==> src/rtl/pipe_ctrl_unit.sv <==
`default_nettype none
// ============================================================================
// Module   : pipe_ctrl_unit
// Brief    : 5-stage MIPS decode, control pipeline, hazard and forwarding unit.
//            Define PIPE_FORWARD_EN to build the EX-stage forwarding unit.
// Revision : 1.0
// ============================================================================
module pipe_ctrl_unit #(
  parameter int INST_W   = 32,
  parameter int REG_AW   = 5,
  parameter int ALU_OP_W = 3
) (
  input  logic                clk,
  input  logic                rst_n,
  input  logic [INST_W-1:0]   inst_id,
  input  logic                inst_valid,
  input  logic                br_eq_ex,
  output logic                ex_alu_src,
  output logic                ex_reg_dst,
  output logic [ALU_OP_W-1:0] ex_alu_op,
  output logic                mem_read,
  output logic                mem_write,
  output logic                wb_reg_write,
  output logic                wb_mem_to_reg,
  output logic [REG_AW-1:0]   wb_dst,
  output logic                stall,
  output logic                flush_ifid,
  output logic                flush_idex,
  output logic [1:0]          pc_sel,
  output logic [1:0]          fwd_a,
  output logic [1:0]          fwd_b,
  output logic                illegal
);

  localparam logic [ALU_OP_W-1:0] ALU_ADD = ALU_OP_W'(0);
  localparam logic [ALU_OP_W-1:0] ALU_SUB = ALU_OP_W'(1);
  localparam logic [ALU_OP_W-1:0] ALU_AND = ALU_OP_W'(2);
  localparam logic [ALU_OP_W-1:0] ALU_OR  = ALU_OP_W'(3);
  localparam logic [ALU_OP_W-1:0] ALU_SLT = ALU_OP_W'(4);
  localparam logic [ALU_OP_W-1:0] ALU_NO  = ALU_OP_W'(7);

  localparam logic [5:0] OPC_RTYPE = 6'b000000;
  localparam logic [5:0] OPC_LW    = 6'b100011;
  localparam logic [5:0] OPC_SW    = 6'b101011;
  localparam logic [5:0] OPC_ADDI  = 6'b001000;
  localparam logic [5:0] OPC_BEQ   = 6'b000100;
  localparam logic [5:0] OPC_BNE   = 6'b000101;
  localparam logic [5:0] OPC_J     = 6'b000010;

  // rs/rt hold 0 when the instruction does not read that operand, so a
  // zero source can never match a producer.
  typedef struct packed {
    logic                alu_src;
    logic                reg_dst;
    logic [ALU_OP_W-1:0] alu_op;
    logic                mem_read;
    logic                mem_write;
    logic                reg_write;
    logic                mem_to_reg;
    logic                branch;
    logic                is_bne;
    logic [REG_AW-1:0]   dst;
    logic [REG_AW-1:0]   rs;
    logic [REG_AW-1:0]   rt;
  } idex_t;

  typedef struct packed {
    logic              mem_read;
    logic              mem_write;
    logic              reg_write;
    logic              mem_to_reg;
    logic [REG_AW-1:0] dst;
  } exmem_t;

  typedef struct packed {
    logic              reg_write;
    logic              mem_to_reg;
    logic [REG_AW-1:0] dst;
  } memwb_t;

  function automatic idex_t bubble();
    idex_t b;
    b        = '0;
    b.alu_op = ALU_NO;
    return b;
  endfunction

  function automatic logic reads(input idex_t c, input logic [REG_AW-1:0] r);
    return (r != '0) && ((c.rs == r) || (c.rt == r));
  endfunction

  idex_t  idex_q,  idex_d;
  exmem_t exmem_q, exmem_d;
  memwb_t memwb_q, memwb_d;
  logic   illegal_q, illegal_d;

  idex_t               dec;
  logic                dec_jump;
  logic                dec_bad;
  logic [ALU_OP_W-1:0] r_op;
  logic                r_ok;
  logic                taken;
  logic                hazard;

  logic [5:0]        opc;
  logic [5:0]        funct;
  logic [REG_AW-1:0] f_rs, f_rt, f_rd;

  assign opc   = inst_id[31:26];
  assign funct = inst_id[5:0];
  assign f_rs  = REG_AW'(inst_id[25:21]);
  assign f_rt  = REG_AW'(inst_id[20:16]);
  assign f_rd  = REG_AW'(inst_id[15:11]);

  always_comb begin
    r_op = ALU_NO;
    r_ok = 1'b1;
    case (funct)
      6'b100000: r_op = ALU_ADD;
      6'b100010: r_op = ALU_SUB;
      6'b100100: r_op = ALU_AND;
      6'b100101: r_op = ALU_OR;
      6'b101010: r_op = ALU_SLT;
      default:   r_ok = 1'b0;
    endcase
  end

  always_comb begin
    dec      = bubble();
    dec_jump = 1'b0;
    dec_bad  = 1'b0;
    if (inst_valid) begin
      case (opc)
        OPC_RTYPE: if (r_ok) begin
          dec.alu_op    = r_op;
          dec.reg_dst   = 1'b1;
          dec.reg_write = 1'b1;
          dec.dst       = f_rd;
          dec.rs        = f_rs;
          dec.rt        = f_rt;
        end
        OPC_LW: begin
          dec.alu_op     = ALU_ADD;
          dec.alu_src    = 1'b1;
          dec.mem_read   = 1'b1;
          dec.mem_to_reg = 1'b1;
          dec.reg_write  = 1'b1;
          dec.dst        = f_rt;
          dec.rs         = f_rs;
        end
        OPC_SW: begin
          dec.alu_op    = ALU_ADD;
          dec.alu_src   = 1'b1;
          dec.mem_write = 1'b1;
          dec.rs        = f_rs;
          dec.rt        = f_rt;
        end
        OPC_ADDI: begin
          dec.alu_op    = ALU_ADD;
          dec.alu_src   = 1'b1;
          dec.reg_write = 1'b1;
          dec.dst       = f_rt;
          dec.rs        = f_rs;
        end
        OPC_BEQ, OPC_BNE: begin
          dec.alu_op = ALU_SUB;
          dec.branch = 1'b1;
          dec.is_bne = (opc == OPC_BNE);
          dec.rs     = f_rs;
          dec.rt     = f_rt;
        end
        OPC_J:   dec_jump = 1'b1;
        default: dec_bad  = 1'b1;
      endcase
    end
  end

  assign taken = idex_q.branch & (br_eq_ex ^ idex_q.is_bne);

`ifdef PIPE_FORWARD_EN
  assign hazard = idex_q.mem_read && reads(dec, idex_q.dst);
`else
  // Without forwarding every producer must reach MEM/WB before the consumer
  // leaves ID; the regfile's write-before-read covers the last stage.
  assign hazard = (idex_q.reg_write  && reads(dec, idex_q.dst)) ||
                  (exmem_q.reg_write && reads(dec, exmem_q.dst));
`endif

  always_comb begin
    stall      = 1'b0;
    flush_ifid = 1'b0;
    flush_idex = 1'b0;
    pc_sel     = 2'd0;
    idex_d     = dec;
    if (taken) begin
      pc_sel     = 2'd1;
      flush_ifid = 1'b1;
      flush_idex = 1'b1;
      idex_d     = bubble();
    end else if (dec_jump) begin
      pc_sel     = 2'd2;
      flush_ifid = 1'b1;
      idex_d     = bubble();
    end else if (hazard) begin
      stall  = 1'b1;
      idex_d = bubble();
    end
    if (!rst_n) begin
      stall      = 1'b0;
      flush_ifid = 1'b0;
      flush_idex = 1'b0;
      pc_sel     = 2'd0;
    end
  end

`ifdef PIPE_FORWARD_EN
  function automatic logic [1:0] fwd_sel(input logic [REG_AW-1:0] src);
    if (exmem_q.reg_write && (exmem_q.dst != '0) && (exmem_q.dst == src))
      return 2'b10;
    else if (memwb_q.reg_write && (memwb_q.dst != '0) && (memwb_q.dst == src))
      return 2'b01;
    else
      return 2'b00;
  endfunction

  always_comb begin
    fwd_a = 2'b00;
    fwd_b = 2'b00;
    if (rst_n) begin
      fwd_a = fwd_sel(idex_q.rs);
      fwd_b = fwd_sel(idex_q.rt);
    end
  end
`else
  logic unused_srcs;
  assign unused_srcs = ^{idex_q.rs, idex_q.rt};
  assign fwd_a = 2'b00;
  assign fwd_b = 2'b00;
`endif

  always_comb begin
    exmem_d.mem_read   = idex_q.mem_read;
    exmem_d.mem_write  = idex_q.mem_write;
    exmem_d.reg_write  = idex_q.reg_write;
    exmem_d.mem_to_reg = idex_q.mem_to_reg;
    exmem_d.dst        = idex_q.dst;
    memwb_d.reg_write  = exmem_q.reg_write;
    memwb_d.mem_to_reg = exmem_q.mem_to_reg;
    memwb_d.dst        = exmem_q.dst;
    illegal_d          = illegal_q | dec_bad;
  end

  always_ff @(posedge clk) begin
    if (!rst_n) begin
      idex_q    <= bubble();
      exmem_q   <= '0;
      memwb_q   <= '0;
      illegal_q <= 1'b0;
    end else begin
      idex_q    <= idex_d;
      exmem_q   <= exmem_d;
      memwb_q   <= memwb_d;
      illegal_q <= illegal_d;
    end
  end

  assign ex_alu_src    = idex_q.alu_src;
  assign ex_reg_dst    = idex_q.reg_dst;
  assign ex_alu_op     = idex_q.alu_op;
  assign mem_read      = exmem_q.mem_read;
  assign mem_write     = exmem_q.mem_write;
  assign wb_reg_write  = memwb_q.reg_write;
  assign wb_mem_to_reg = memwb_q.mem_to_reg;
  assign wb_dst        = memwb_q.dst;
  assign illegal       = illegal_q;

  logic unused_fields;
  assign unused_fields = ^{inst_id[10:6]};

  generate
    if (INST_W > 32) begin : g_wide_inst
      logic unused_hi;
      assign unused_hi = ^inst_id[INST_W-1:32];
    end
  endgenerate

endmodule
`default_nettype wire
==> config.mk <==
export PLATFORM = sky130hd
export DESIGN_NAME = pipe_ctrl_unit
export DESIGN_NICKNAME = d
export VERILOG_FILES = /design/src/rtl/pipe_ctrl_unit.sv
export SDC_FILE = /design/constraint.sdc
export NUM_CORES = 1
export LEC_CHECK = 0
export ABC_AREA = 1
export CORE_MARGIN = 4
export CORE_UTILIZATION = 44
export DETAILED_ROUTE_END_ITERATION = 12
export GPL_ROUTABILITY_DRIVEN = 0
export PLACE_DENSITY = 0.77
export SKIP_LAST_GASP = 1
export SYNTH_ARGS = -nofsm -noshare
export SYNTH_HDL_FRONTEND = slang
export SYNTH_SLANG_ARGS = --single-unit
export TNS_END_PERCENT = 10
==> constraint.sdc <==
create_clock -name clk -period 2.59 [get_ports clk]
set_input_delay 0.518 -clock clk [delete_from_list [all_inputs] [get_ports clk]]
set_output_delay 0.518 -clock clk [all_outputs]
set_load 0.05 [all_outputs]
==> Yosys cells after proc, flatten, opt, wreduce, memory -nomap -nowiden <==
Index checks and enable logic that the tools add are counted.
{ "classes": {"n_eq_ne": 15, "n_mux": 31, "n_bitwise": 7, "reduce_logical": 20} }
{ "op_table": {"columns": ["operator", "count"], "rows": [
  ["$eq 6x6->1 const B", 7],
  ["$pmux 5 s2", 3],
  ["$eq 5x5->1", 4],
  ["$mux 1", 18],
  ["$mux 15", 1],
  ["$pmux 3 s5", 1],
  ["$reduce_or 5->1", 3],
  ["$eq 6x3->1 const B", 2],
  ["$reduce_or 6->1", 2],
  ["$mux 10", 1],
  ["$reduce_bool 5->1", 2],
  ["$pmux 3 s3", 1],
  ["$mux 2", 4],
  ["$reduce_or 7->1", 1],
  ["$eq 6x2->1 const B", 1],
  ["$eq 6x4->1 const B", 1],
  ["$logic_not 6->1", 1],
  ["$reduce_or 3->1", 2],
  ["$logic_and 1x1->1", 4],
  ["$mux 4", 1],
  ["$not 1->1", 4],
  ["$reduce_or 2->1", 2],
  ["$logic_or 1x1->1", 3],
  ["$pmux 1 s2", 1],
  ["3 further kinds", 3]
]} }
{ "word_totals": {"ff_bits": 31, "in_bits": 36, "output_inout_bits": 24, "elab_cells": 90} }

==> Depth between registers and ports, before layout <==
Gate-level depths: netlist of the first run.
{ "logic_depth": {"depth_word": 15, "depth_mapped": 17, "depth_no_buf": 15} }

==> Worst setup path after synthesis of the first run <==
Ideal clock, no wire load.
{ "synth_path": {"path_kind": "input port to output port", "startpoint": "input port inst_id[29]", "endpoint": "output port pc_sel[1]", "arrival_time_ns": 2.499, "required_ns": 2.072, "path_slack_ns": -0.427, "stages": 5, "path_buffers": 0, "path_cell_list": "nor2_2 -> nand2_2 -> nor3_1 -> inv_1 -> nor4_1"} }
{ "synth_via": {"elab_chain_len": 6} }
{ "synth_lines": {"columns": ["item", "line", "text"], "rows": [
  ["start: declaration", "15", "input logic [INST_W-1:0] inst_id,"],
  ["$eq 6x2->1", "133", "case (opc)"],
  ["$mux 1", "133", null],
  ["$mux 1", "132", "if (inst_valid) begin"],
  ["$mux 2", "200", "end else if (dec_jump) begin"],
  ["$mux 2", "195", "if (taken) begin"],
  ["$mux 2", "208", "if (!rst_n) begin"],
  ["end: declaration", "29", "output logic [1:0] pc_sel,"]
]} }
No other way between the ends.

==> Final worst setup path of the first run <==
{ "layout_path": {"startpoint": "input port inst_id[2]", "endpoint": "output port stall"} }
{ "layout_via": {"elab_chain_len": 15, "elab_cells_between_ends": 26, "cone_classes": "eq/ne (9); mux (9); reduce/logical (8)"} }
{ "layout_lines": {"columns": ["item", "line", "text"], "rows": [
  ["$eq 6x6->1", "118", "case (funct)"],
  ["$reduce_or 5->1 (no line) (*)", null, null],
  ["$mux 1 (*)", "118", null],
  ["$mux 15 (*)", "134", "OPC_RTYPE: if (r_ok) begin"],
  ["$pmux 5 s2", "133", null],
  ["$mux 10 (*)", "132", null],
  ["$eq 5x5->1", "89", "return (r != '0) && ((c.rs == r) || (c.rt == r));"],
  ["$logic_or 1x1->1", "89", null],
  ["$logic_and 1x1->1", "89", null],
  ["$logic_and 1x1->1, on equally long branches", "185, 186", null],
  ["$logic_or 1x1->1 (*)", "185", "assign hazard = (idex_q.reg_write && reads(dec, idex_q.dst)) ||"],
  ["$mux 1 (*)", "204", "end else if (hazard) begin"],
  ["$mux 1 (*)", "200", null],
  ["$mux 1 (*)", "195", null],
  ["$mux 1 (*)", "208", null],
  ["end: declaration", "26", "output logic stall,"]
]} }
Every way passes the cells marked *; elsewhere a longest branch is shown, timed or not.

==> results.json, run 1 <==
{
  "place_ws_ns": -0.719,
  "remaining_drc_errors": 0,
  "postCtsHoldBufs": 0,
  "ir_drop_v": 0.000185,
  "placed_cell_area_um2": 2570,
  "crit_path_end_kind": "primary output",
  "worstSetupStartpointType": "input port",
  "fin_ws_ns": -0.251,
  "grt_max_degree": 14,
  "clock-root-buffer": "clkbuf_8",
  "drive_gt1_share_pct": 37.6,
  "worstMarginPinSlew_ns": 1.06,
  "synthTopCellsByArea": "dfxtp_1 (33%), nand2_1 (12%), inv_1 (9.6%)",
  "powerDensity_nw_per_um2": 348,
  "cts-htree-levels": 2,
  "p_leak_nw": 1.49,
  "cp_max_fo": 4,
  "syn2layout_area_growth_pct": 63.4,
  "synth.largest_area_cell": "dfxtp_1",
  "crit_start": "inst_id[2]",
  "grt_pass1_vias": 2080,
  "synth-seq-area-share_pct": 33.1,
  "ys_async_sr_fraction_pct": 0,
  "rows": 23,
  "via_per_inst": 5.18,
  "vias": 2174,
  "postSynthCellCount": 271,
  "synthTopCellsByCount": "nand2_1 (60), inv_1 (48), dfxtp_1 (31), nand3_1 (25), nor2_1 (21)",
  "final_area_um2": 3060,
  "coreArea_um2": 4060,
  "cts_tree": "built",
  "fin_nets": 405,
  "grt_pass1_wl_um": 9490,
  "clk_latency_ns": 0.29,
  "ant_nets": 0,
  "clock_skew_ns": 0.0100,
  "relSlewSlack_pct": 28.8,
  "r2r_start": "idex_q[15]",
  "status": "complete, but fails checks",
  "synth.cell_area_um2": 1880,
  "yosysUniqueCellTypes": 30,
  "crit_type": "in2out",
  "place_hpwl_um": 3600,
  "cp.required_ns": 2.07,
  "synth_most_common_cell": "nand2_1",
  "avgSynthCellArea_um2": 6.92,
  "grtUsageTotal_pct": 23.4,
  "port-buffer-count": 50,
  "min-delay-start": "exmem_d[5]",
  "post-route-period-util_pct": 110,
  "fmax_mhz": 352,
  "pin_count": 60,
  "drtIter0Drc": 195,
  "drtPass1Iterations": 5,
  "setup_tns_ns": -1.08,
  "min_period_ns": 2.84,
  "drv_slew": 0,
  "synth-seq-cells": 31,
  "die_x_um": 73.3,
  "drt_wl_total_um": 6340,
  "whs_ns": 0.413,
  "largest_reg_flops": 8,
  "worstHoldPathType": "reg2reg",
  "final_core_util_pct": 75.5,
  "cts_buffer_depth": 2,
  "synth_top_area_share_pct": 33.1,
  "hold_viol": 0,
  "synthFlopType": "dfxtp_1",
  "arrival_ns": 2.32,
  "die_h_um": 73.3,
  "diodes": 0,
  "fin_total_pwr_mw": 1.07,
  "antenna_found_initial": 0,
  "clkSinkCount": 31,
  "maxCapViolCount": 0,
  "synth-edff-count": 0,
  "yosys_warnings": 0,
  "initial_core_util_pct": 46.2,
  "drt-wirelength-per-cell_um": 15.1,
  "final_cells": 420,
  "path_clk_slew_ns": 0.07,
  "rsz0062_at_grt": "yes",
  "dp_cells": 382,
  "violations": "negative setup slack",
  "cts_made_buffers": 5,
  "die_area_um2": 5370,
  "overflow": 0,
  "setup_viol": 15
}
## kinds of logic (layout without fill, tap and decap cells)
logic type	Yosys count	after routing	synth area share (%)
compound gates	16	16	5.74
xor+xnor	4	4	1.87
buf+inv	66	161	16.6
flops	31	31	33.1
other cells	1	4	0.200
simple gates	153	154	42.5
## critical path, stage by stage
cell	delay, ns
buf_2	0.12
inv_2	0.06
nor2_2	0.05
nand3_2	0.09
nand3_2	0.10
nand2_4	0.15
buf_6	0.13
nand2_4	0.06
buf_4	0.14
nand3_1	0.05
nand2_1	0.07
nor2_2	0.15
nand3_2	0.12
nand2_2	0.11
nand2_4	0.06
a21oi_4	0.18
buf_12	0.15
## report_power, final
group,switching (mW),leakage (nW),internal [mW]
clock network,0.183,0.0412,0.187
logic,0.120,1.20,0.0946
registers,0.00195,0.250,0.480
total,0.306,1.49,0.762
## timing repair
action,CTS,global route
endpoints found under the setup margin,15,15
resized for setup,94,15
buffers inserted,28,2
pin swaps,28,18
gates cloned,1,0
## final timing paths
check,end,slack (ns),depth (start not counted)
worst max-delay path,stall,-0.25,17
worst min-delay path,exmem_q[5],0.41,2
worst max register to register,exmem_d[4],0.41,5
worst min register to register,exmem_q[5],0.41,2
## layout make-up
type	instances	area, um2
clock buffers	6	72.6
multi-input cells	178	1150
fillers	284	993
flip-flops and latches	31	621
repair buffers	102	950
clock inverters	2	12.5
inverters	51	196
well taps	50	62.6
## layer usage
layer  wire (um)  up-vias  GRT usage [%]
met1        2250      987           23.8
met3         454       29           5.75
met5           0        -              0
met2        3330      122           42.1
li1            -     1036              -
met4         308        0           15.1
## cells in the final DEF, fill, tap and decap left out, types with 5 or more instances in the layout
master	count
nand2_1	56
buf_4	46
inv_1	43
clkdlybuf4s50_1	33
dfxtp_1	31
nand3_1	15
nor2_1	14
nor2_2	12
nand4_1	12
buf_6	11
nor2_4	10
nand3_2	10
nand2_4	7
nand2_2	6
inv_2	6
buf_2	6
buf_12	6
a22o_1	5
clkbuf_8	5
Note: power is estimated with default switching activity, not from simulation.
==> run 2, diff against run 1 <==
- CORE_UTILIZATION: 44 -> 45
- PLACE_DENSITY: 0.77 -> 0.78
==> results.json, run 2 (synthesis results as in run 1) <==
{
  "remaining_drc_errors": 0,
  "powerDensity_nw_per_um2": 351,
  "diodes": 0,
  "port-buffer-count": 50,
  "p_leak_nw": 1.47,
  "min_delay_path_depth": 2,
  "relSlewSlack_pct": 44.0,
  "coreArea_um2": 4030,
  "r2r_start": "idex_q[15]",
  "cts_buffer_depth": 2,
  "worstSetupStartpointType": "input port",
  "worstMarginPinSlew_ns": 0.833,
  "grt_pass1_wl_um": 8450,
  "layout_commonest_cell": "nand2_1",
  "fin_nets": 404,
  "drt-wirelength-per-cell_um": 14.0,
  "postCtsHoldBufs": 0,
  "overflow": 0,
  "grt_max_degree": 20,
  "final_core_util_pct": 75.9,
  "max_stage_delay_ns": 0.18,
  "hold_path_end": "exmem_q[5]",
  "final_cell_mix": "nand2_1 (56), inv_1 (46), buf_4 (44)",
  "setup_tns_ns": -0.404,
  "cp.required_ns": 2.07,
  "reg2reg_depth": 6,
  "drtIter0Drc": 180,
  "clock_skew_ns": 0.0125,
  "violations": "negative setup slack",
  "drv_slew": 0,
  "place_hpwl_um": 3490,
  "grt_pass1_vias": 1993,
  "cp_max_fo": 7,
  "drtPass1Iterations": 5,
  "syn2layout_area_growth_pct": 63.0,
  "via_per_inst": 5.11,
  "setup_viol": 3,
  "die_area_um2": 5260,
  "rows": 23,
  "crit_path_end_kind": "primary output",
  "arrival_ns": 2.33,
  "cts_tree": "built",
  "grtUsageTotal_pct": 20.6,
  "ant_nets": 0,
  "die_x_um": 72.6,
  "rsz0062_at_grt": "yes",
  "slowest_stage": "a21oi_4",
  "clock-root-buffer": "clkbuf_8",
  "hold_viol": 0,
  "regToRegEndpoint": "idex_q[15]",
  "maxCapViolCount": 0,
  "path_clk_slew_ns": 0.07,
  "cts_made_buffers": 5,
  "clk_latency_ns": 0.29,
  "fmax_mhz": 351,
  "largest_reg_flops": 8,
  "r2r_slack_ns": 0.67,
  "worstHoldPathType": "reg2reg",
  "post-route-period-util_pct": 110,
  "ir_drop_v": 0.000208,
  "cts-htree-levels": 2,
  "vias": 2142,
  "min_period_ns": 2.85,
  "drt_wl_total_um": 5850,
  "pin_count": 60,
  "antenna_found_initial": 0,
  "drive_gt1_share_pct": 36.6,
  "status": "complete, but fails checks",
  "die_h_um": 72.6,
  "min-delay-start": "exmem_d[5]",
  "crit_type": "in2out",
  "fin_ws_ns": -0.261,
  "crit_chain": "buf_8, nor2_4, buf_12, nand3_4, nand2_4, buf_4, inv_2, nand2_8, clkbuf_2, nand3_1, nand2_1, nor2_1, nand3_1, nand2_2, nand2_4, a21oi_4, buf_12",
  "initial_core_util_pct": 46.6,
  "clkSinkCount": 31
}
## run 2: changes by cell type in the layout (fill, tap and decap cells not counted)
cell      previous run  this run
buf_8                0         2
buf_6               11         9
nor2_2              12        13
inv_4                2         1
clkbuf_2             0         7
buf_2                6         0
buf_4               46        44
nand2_4              7         5
inv_2                6         4
nor2_4              10         9
inv_1               43        46
buf_12               6         7
nand2_2              6         7
## run 2: final cells by class
cell class	count	area, um2
fill	272	971
clock buffer	6	72.6
clock inverter	2	12.5
sequential	31	621
tap	50	62.6
inverter	51	194
timing repair buffer	102	967
multi-input combinational	177	1130
## run 2: worst max-delay path, delay by kind of cell
kind            cells  cell delay [ns]
buf+inv             6             0.73
compound gates      1             0.18
simple gates       10             0.89
## run 2: stage by stage
step | setup WS (ns) | std cells | power (mW) | hold slack, ns | cell area [um2]
after floorplan | -0.420 | 274 | 0.587 | 0.390 | 1890
after global placement | -0.671 | 382 | 0.659 | 0.398 | 2570
after detailed placement | -0.715 | 382 | 0.661 | 0.399 | 2570
after CTS | -0.200 | 411 | 1.05 | 0.415 | 2920
after global routing | -0.303 | 419 | 1.12 | 0.433 | 3060
final | -0.261 | 419 | 1.07 | 0.414 | 3060
## run 2: where the power goes
group / total, mW / leakage (nW) / switching, mW / internal (mW)
Combinational: 0.213 / 1.18 / 0.117 / 0.0959
Clock: 0.378 / 0.0412 / 0.190 / 0.188
Sequential: 0.482 / 0.250 / 0.00237 / 0.480
## run 2: what timing repair did
item | CTS | global route
resized for setup | 62 | 39
endpoints found under the setup margin | 13 | 14
setup buffers | 21 | 8
pin swaps | 18 | 29
hold endpoints to repair | 0 | 0
gates cloned | 0 | 0
## run 2: worst max path at each step
| stage | startpoint | end | slack (ns) | depth (start not counted) |
|---|---|---|---|---|
| 2_1_floorplan | inst_id[5] | stall | -0.42 | 15 |
| 3_3_place_gp | inst_id[30] | stall | -0.67 | 15 |
| 3_5_place_dp | inst_id[30] | stall | -0.71 | 15 |
| 4_1_cts | inst_id[31] | stall | -0.20 | 16 |
| 5_1_grt | inst_id[31] | stall | -0.30 | 17 |
| 6_report | inst_id[30] | stall | -0.26 | 17 |
## run 2: metal layers
layer	part of all wire [%]	GRT usage, %	wire, um	up-vias
li1	-	-	-	1031
met1	37	20.6	2140	975
met2	53	39.6	3070	115
met3	7.7	4.99	448	21
met4	3.1	9.02	182	0
met5	0	0	0	-
==> run 3, diff against run 2 <==
- TNS_END_PERCENT: 10 -> 1
- clock period: 2.59 -> 3.6 ns (I/O delays scaled with it)
==> results.json, run 3 (synthesis results as in run 1) <==
{
  "status": "complete, no violations",
  "crit_chain": "dlygate4sd2_1, nor2_4, nand2_2, nor3_4, nand2_4, nand2_8, nand3_1, nand2_1, nand2_1, nor2_1, nand3_1, nand2_2, nand2_4, a21oi_2, buf_4, buf_12",
  "drive_gt1_share_pct": 24.4,
  "postCtsHoldBufs": 0,
  "dp_cells": 379,
  "coreArea_um2": 4030,
  "r2r_slack_ns": 1.98,
  "final_cells": 390,
  "grt_pass1_wl_um": 7110,
  "vias": 1908,
  "reg2reg_depth": 10,
  "n_fill_cell": 366,
  "slowest_stage": "dlygate4sd2_1",
  "drt-wirelength-per-cell_um": 12.5,
  "die_h_um": 72.6,
  "setup_viol": 0,
  "cts_made_buffers": 5,
  "via_per_inst": 4.89,
  "cp_max_fo": 6,
  "die_area_um2": 5260,
  "worstSetupStartpointType": "input port",
  "drt_wl_total_um": 4860,
  "relSlewSlack_pct": 54.3,
  "path_clk_slew_ns": 0.07,
  "drtIter0Drc": 90,
  "largest_reg_flops": 8,
  "regArea_um2": 621,
  "overflow": 0,
  "port-buffer-count": 50,
  "die_x_um": 72.6,
  "crit_path_end_kind": "primary output",
  "min_period_ns": 3.51,
  "final_core_util_pct": 68.4,
  "grt_max_degree": 18,
  "clock-root-buffer": "clkbuf_8",
  "remaining_drc_errors": 0,
  "min-delay-start": "exmem_d[7]",
  "syn2layout_area_growth_pct": 47.0,
  "ir_drop_v": 0.000139,
  "post-route-period-util_pct": 97.5,
  "pin_count": 60,
  "layout_commonest_cell": "nand2_1",
  "max_stage_delay_ns": 0.29,
  "drv_slew": 0,
  "diodes": 0,
  "hold_viol": 0,
  "cp.required_ns": 2.88,
  "hold_path_end": "mem_write",
  "multi_input_area_um2": 1060,
  "rows": 23,
  "worstMarginPinSlew_ns": 0.681,
  "drtPass1Iterations": 4,
  "ant_nets": 0,
  "min_delay_path_depth": 2,
  "fin_total_pwr_uw": 746,
  "maxCapViolCount": 0,
  "cts_tree": "built",
  "grt_pass1_vias": 1709,
  "initial_core_util_pct": 46.6,
  "p_leak_nw": 1.39,
  "clock_skew_ns": 0.00442,
  "fin_nets": 375,
  "antenna_found_initial": 0,
  "powerDensity_nw_per_um2": 271,
  "place_hpwl_um": 3460,
  "arrival_ns": 2.79,
  "fmax_mhz": 285,
  "grtUsageTotal_pct": 17.3,
  "final_cell_mix": "nand2_1 (58), inv_1 (46), clkdlybuf4s50_1 (33)",
  "regToRegEndpoint": "exmem_d[4]",
  "cts_buffer_depth": 2,
  "placed_cell_area_um2": 2520,
  "r2r_start": "exmem_d[0]",
  "worstHoldPathType": "reg2reg",
  "cts-htree-levels": 2,
  "crit_type": "in2out",
  "final_area_um2": 2760,
  "clk_latency_ns": 0.29,
  "clkSinkCount": 31
}
-- run 3: cell types whose count changed in the layout (fill, tap and decap cells not counted), moves of 2 or more --
cell            delta
buf_12             -2
buf_4             -22
buf_6              -9
buf_8              -2
clkbuf_2           -6
dlygate4sd2_1      +2
dlymetal6s2s_1     +9
nand2_1            +2
nand3_1            +4
nand3_2            -3
nor2_1             +5
nor2_2             -4
-- run 3: layout make-up --
class	instances	area share (%)
Tap cell	50	2.27
Clock inverter	3	0.726
Timing Repair Buffer	72	26.5
Inverter	51	6.95
Multi-Input combinational cell	178	38.5
Sequential cell	31	22.5
Clock buffer	5	2.50
-- run 3: metrics by stage --
step / TNS, ns / worst slack (ns) / hold slack (ns)
after CTS: 0 / 0.00000377 / 0.423
after floorplan: 0 / 0.179 / 0.390
final: 0 / 0.0912 / 0.419
after global placement: -0.0342 / -0.0342 / 0.399
after detailed placement: -0.114 / -0.114 / 0.404
after global routing: -0.0649 / -0.0649 / 0.442
-- run 3: what timing repair did --
action,in CTS,in global routing
resized for setup,9,27
pin swaps,2,13
endpoints found under the hold margin,0,0
setup buffers,0,2
gates cloned,0,1
setup endpoints to repair,1,1
-- run 3: power by group --
group	leakage (nW)	switching [mW]	internal, mW
clock	0.0402	0.138	0.134
sequential	0.250	0.00118	0.345
combinational	1.10	0.0735	0.0535
-- run 3: critical path, delay by kind of cell --
family,cells,cell delay [ns]
buf+inv,3,0.55
simple gates,12,1.36
compound gates,1,0.15
-- run 3: routing by layer --
layer	part of all wire (%)	track usage (%)	up-vias
met3	6.4	4.71	15
li1	-	-	975
met4	2.8	8.40	0
met5	0	0	-
met1	39	18.7	851
met2	51	30.7	67
-- run 3: worst max-delay path by stage --
stage | cells after the start | slack [ns] | end | from
4_1_cts | 17 | 0.000004 | stall | inst_id[2]
2_1_floorplan | 5 | 0.18 | pc_sel[1] | inst_id[29]
3_5_place_dp | 17 | -0.11 | stall | inst_id[31]
6_report | 16 | 0.09 | stall | inst_id[30]
5_1_grt | 16 | -0.06 | stall | inst_id[30]
3_3_place_gp | 17 | -0.03 | stall | inst_id[29]
